**src/rtl/seq_detect_param.sv**
```systemverilog
// Serial pattern detector with a runtime-loadable pattern, optional overlapping
// matches and a saturating match counter.
module seq_detect_param #(
  parameter int               PAT_LEN     = 4,
  parameter logic [PAT_LEN-1:0] RST_PATTERN = 4'b1011,
  parameter bit               OVERLAP     = 1'b1,
  parameter int               CNT_W       = 8
) (
  input  logic               clk,
  input  logic               rst_n,
  input  logic               in_valid,
  input  logic               in_bit,
  input  logic               cfg_load,
  input  logic [PAT_LEN-1:0] cfg_pattern,
  input  logic               cnt_clr,
  output logic               match,
  output logic               armed,
  output logic [CNT_W-1:0]   match_cnt,
  output logic               cnt_sat
);

  // Handshake: in_bit is consumed on a rising edge where in_valid=1 and
  // cfg_load=0; there is no backpressure, so the detector is always ready.

  localparam int              FW   = $clog2(PAT_LEN + 1);
  localparam logic [FW-1:0]   FULL = FW'(PAT_LEN);

  typedef enum logic {
    FILL  = 1'b0,
    ARMED = 1'b1
  } state_t;

  logic [PAT_LEN-1:0] sh;
  logic [PAT_LEN-1:0] pat;
  logic [FW-1:0]      fill;
  state_t             state;

  logic               accept;
  logic [PAT_LEN-1:0] sh_n;
  logic [FW-1:0]      fill_n;
  logic               hit;

  // State is a pure decode of the fill counter, so it can never disagree with it.
  assign state = (fill == FULL) ? ARMED : FILL;
  assign armed = (state == ARMED);

  always_comb begin
    accept = in_valid & ~cfg_load;
    sh_n   = {sh[PAT_LEN-2:0], in_bit};
    fill_n = (fill == FULL) ? FULL : fill + 1'b1;
    hit    = accept && (fill_n == FULL) && (sh_n == pat);
  end

  always_ff @(posedge clk or negedge rst_n) begin
    if (!rst_n) begin
      sh    <= '0;
      fill  <= '0;
      pat   <= RST_PATTERN;
      match <= 1'b0;
    end else if (cfg_load) begin
      pat   <= cfg_pattern;
      sh    <= '0;
      fill  <= '0;
      match <= 1'b0;
    end else if (accept) begin
      sh    <= sh_n;
      // Non-overlapping mode forces a full refill before the next match.
      fill  <= (hit && (OVERLAP == 1'b0)) ? '0 : fill_n;
      match <= hit;
    end else begin
      match <= 1'b0;
    end
  end

  assign cnt_sat = &match_cnt;

  always_ff @(posedge clk or negedge rst_n) begin
    if (!rst_n) begin
      match_cnt <= '0;
    end else if (cnt_clr) begin
      match_cnt <= '0;
    end else if (hit && !cnt_sat) begin
      match_cnt <= match_cnt + 1'b1;
    end
  end

endmodule

```
**config.mk**
```make
export PLATFORM = sky130hd
export DESIGN_NAME = seq_detect_param
export DESIGN_NICKNAME = d
export VERILOG_FILES = /design/src/rtl/seq_detect_param.sv
export SDC_FILE = /design/constraint.sdc
export NUM_CORES = 1
export LEC_CHECK = 0
export ABC_AREA = 1
export BUFFER_PORTS_ARGS = -buffer_cell sky130_fd_sc_hd__buf_2
export CORE_MARGIN = 8
export CORE_UTILIZATION = 57
export CTS_BUF_LIST = sky130_fd_sc_hd__clkbuf_8
export CTS_CLUSTER_SIZE = 14
export DETAILED_ROUTE_END_ITERATION = 10
export HOLD_SLACK_MARGIN = 0.1
export PLACE_DENSITY = 0.78
export SKIP_CTS_REPAIR_TIMING = 1
export SYNTH_ARGS = -nofsm -noshare
export SYNTH_HDL_FRONTEND = slang
export SYNTH_SLANG_ARGS = --single-unit
```
**constraint.sdc**
```tcl
create_clock -name clk -period 1.7 [get_ports clk]
set_input_delay 0.34 -clock clk [delete_from_list [all_inputs] [get_ports clk]]
set_output_delay 0.34 -clock clk [all_outputs]
set_load 0.05 [all_outputs]
```
Word-level counts from Yosys, hierarchy flattened:

Cells that the tools add are included.

* output and inout port bits: 11
* bits in registers: 19

* muxes and demuxes: 10
* bitwise gates (word level): 2
* equality and inequality tests: 3
* reduce and logical (&&, ||, !) cells: 7
* add/subtract/negate cells: 2

Operator list (count)
* 8-bit two-way mux: 2
* 3-bit two-way mux: 5
* 8-bit by 1-bit adder with 8-bit output (second input constant): 1
* 8-bit AND reduction: 1
* 3-bit == test (second input constant): 2
* 4-bit == test: 1
* 2-bit nonzero test: 2
* 3-bit by 1-bit adder with 3-bit output (second input constant): 1
* 1-bit logical AND: 3
* 1-bit two-way mux: 3
* 1-bit AND: 1
* 1-bit zero test: 1
* 1-bit NOT: 1

Logic depth before layout (Yosys ltp):

* depth after elaboration: 8
* mapped depth: 9

Worst setup path before layout:

No wires, ideal clock.

* kind: flip-flop to output port
* start point: reg match_cnt[1]
* end point: out cnt_sat
* arrival time: 2.286 ns
* cell stages (with the launch flop): 6
* data required time: 1.360 ns
* buffers on the path: 0
* slack: -0.926 ns
* cell sequence: dfrtp_1 > ha_1 > nand2_2 > nor2_4 > inv_1 > nor3_1

* word-level cells in the longest chain between the ends: 1

Ends and longest elaborated chain
* from (decl): RTL line 18 `output logic [CNT_W-1:0] match_cnt,`
* from (signal assigned): RTL line 83 `match_cnt <= match_cnt + 1'b1;`
* 8-bit AND reduction: RTL line 75 `assign cnt_sat = &match_cnt;`
* to (decl): RTL line 19 `output logic cnt_sat`

No other way between the ends.

Worst setup path after layout:

* start point: reg match_cnt[0]
* end point: out cnt_sat

The elaborated chain is that of the path after synthesis.

==> impl_metrics.ini <==
[floorplanning]
core_um2 = 1960
rows = 16
initial_core_util_pct = 60.3
die_y_um = 61.5
die_x_um = 61.5
die-area_um2 = 3790
pin_count = 21

[pwr]
p_clk_share_pct = 34.8
pwr-share-seq_pct = 53.3
switchingPower_mw = 0.231
internal_power_mw = 0.673
swShare_pct = 25.5
ir_drop_v = 0.000529
pwr-share-comb_pct = 11.8
p_leak_nw = 0.835
p_per_area_nw_per_um2 = 627

[grt]
antenna_found_initial = 0
overflow = 0
grt_max_degree = 20
grt_pass1_vias = 986
grt_pass1_wl_um = 4230
grt_use_total_pct = 14.7

[clock_tree]
clock_sinks = 19
clkLatencyLatePin_ns = 0.25
clock_path_buffers = 2
clk_pin_slew_ns = 0.07
cts-htree-levels = 1
root_buffer = clkbuf_8
cts_tree = done
cts_inserted_buffers = 3

[synth]
synth_ff_type = dfrtp_1
yosys.area.top_type = dfrtp_1
async_reset_ff_share_pct = 100
yosys_warnings = 0
syn_avg_cell_area_um2 = 7.68
ys_seq_elements = 19
synth_nets = 167
netlist_area_um2 = 1180
yosysSeqAreaShare_pct = 40.5
post-synth-top-area-fraction_pct = 33.9
synthTopCellsByCount = nand2_1, inv_1, dfrtp_1
synth_edf_count = 0
yosys.cell_count.top_type = nand2_1
postSynthCellCount = 154
synth_area_leaders = dfrtp_1, nand2_1, inv_1, dfstp_2, nand3_1
yosysUniqueCellTypes = 24

[worst_hold_path]
hp-start = cfg_pattern[1]
worstHoldPathCells = 3
worstHoldEndpoint = pat[1]$_DFFE_PN1P_
min-delay-path-class = in2reg

[route]
dr.pass1.iters = 4
wl_per_cell_um = 12.3
remaining_drc_errors = 0
vias = 1075
wl_um = 2560
drtIter0Drc = 81
drtAntennaViolNets = 0
via_per_inst = 5.17

[placed_design]
dp_slack_ns = 0.103
port_buffers = 20
hpwl_um = 1950
gp_congestion = 0.809
place_area_um2 = 1350

[critical_path]
cp_slowest_cell = dfrtp_2
crit_required_ns = 1.36
crit_fanout = 3
r2r_cells = 8
critPathMaxStageDelay_ns = 0.40
crit_buf_inv = 2
r2r_slack_ns = 0.11
r2r-end = match_cnt[1]$_DFFE_PN0P_
cp-start-kind = flip-flop
cp_data_arrival_time_ns = 1.31
critPathCaptureType = output pin
crit_type = reg2out
cp_cell_sequence = ha_4 > nand2_4 > nor2_4 > inv_2 > nor3_4 > buf_6
r2r_start = fill[0]$_DFFE_PN0P_
crit_family = flip-flops

[status]
status = complete, no violations

[final_layout]
area_growth_syn_to_layout_pct = 21.9
final_nets = 195
antennaDiodeCount = 0
design_area_um2 = 1440
drive_gt1_share_pct = 29.8

[timing]
min_period_over_period_pct = 97.2
clock_skew_ns = 0.00165
hold_viol = 0
worst_pin_slew_ns = 0.469
setup_viol = 0
period_needed_ns = 1.65
max_freq_mhz = 605
relSlewSlack_pct = 68.7
drv_slew = 0
worst_slack_ns = 0.0472
rsz0062_at_grt = yes
timing.hold.ws_ns = 0.292

[flow_run]
maxCapViolations = 0
[state kept, by name, summed over array words and instances (netlist names)]
signal,count
match_cnt,8
pat,4
fill,3
sh,3
match,1
[metal layers]
layer  GRT usage (%)  wire, µm  share of wire (%)  vias to the layer above
met5               0         0                  0                        -
met4            3.90        14               0.55                        0
met2            22.7      1180                 46                       40
li1                -         -                  -                      540
met3            3.34       164                6.4                        2
met1            19.9      1200                 47                      493
[worst register-to-register path: cells and delay by family (launching register included)]
| family | cells | cell delay, ns |
|---|---|---|
| simple gates | 4 | 0.42 |
| flops | 1 | 0.40 |
| fa+ha+maj | 1 | 0.29 |
| buf+inv | 2 | 0.22 |
| compound gates | 1 | 0.14 |
[per-stage QoR]
stage	instances	util, %	TNS [ns]	power, mW
2_1_floorplan	154	-	-0.109	0.561
5_1_grt	208	73.5	-0.0126	0.942
4_1_cts	204	70.9	-0.202	0.901
6_report	208	73.5	0	0.903
3_3_place_gp	200	68.6	0	0.587
3_5_place_dp	200	68.6	0	0.594
[cells by family (layout without fill, tap and decap cells)]
logic type / after synthesis / in the layout / share of synthesized area (%)
AND/OR/NAND/NOR: 86 / 86 / 38.2
buffers and inverters: 33 / 60 / 11.3
flip-flops: 19 / 19 / 40.5
AO/OA/AOI/OAI: 11 / 11 / 5.29
adder cells (fa/ha/maj): 3 / 3 / 3.17
XOR/XNOR: 2 / 2 / 1.48
[power groups by stage]
stage | Clock (mW) | Sequential (mW) | Combinational (mW)
3_5_place_dp | 0 | 0.490 | 0.104
5_1_grt | 0.336 | 0.484 | 0.122
4_1_cts | 0.315 | 0.482 | 0.104
3_3_place_gp | 0 | 0.489 | 0.0985
6_report | 0.314 | 0.482 | 0.107
2_1_floorplan | 0 | 0.488 | 0.0730
[area by class of cell]
type	count	area, µm²
Multi-Input combinational cell	102	603
Inverter	30	113
Clock inverter	1	5.00
Sequential cell	19	485
Tap cell	27	33.8
Clock buffer	3	41.3
Timing Repair Buffer	26	160
Fill cell	166	520
[placed cells by master, fill, tap and decap left out, types with 2 or more instances in the layout]
cell type	instances
buf_2	18
buf_4	5
buf_6	2
clkbuf_8	3
dfrtp_1	11
dfrtp_2	5
dfstp_2	3
inv_1	27
inv_2	3
nand2_1	39
nand2_2	3
nand3_1	15
nand4_1	8
nor2_1	11
nor2_8	2
o21ai_0	7
o22ai_1	3
[worst max path at each step]
stage	from	cells past startpoint	endpoint	slack, ns
3_5_place_dp	fill[0]$_DFFE_PN0P_	9	match_cnt[1]$_DFFE_PN0P_	0.10
2_1_floorplan	match_cnt[1]$_DFFE_PN0P_	5	cnt_sat	-0.11
6_report	match_cnt[0]$_DFFE_PN0P_	6	cnt_sat	0.05
3_3_place_gp	fill[0]$_DFFE_PN0P_	8	match_cnt[6]$_DFFE_PN0P_	0.17
4_1_cts	match_cnt[1]$_DFFE_PN0P_	6	cnt_sat	-0.13
5_1_grt	match_cnt[0]$_DFFE_PN0P_	6	cnt_sat	-0.01
(Power assumes the default switching activity.)
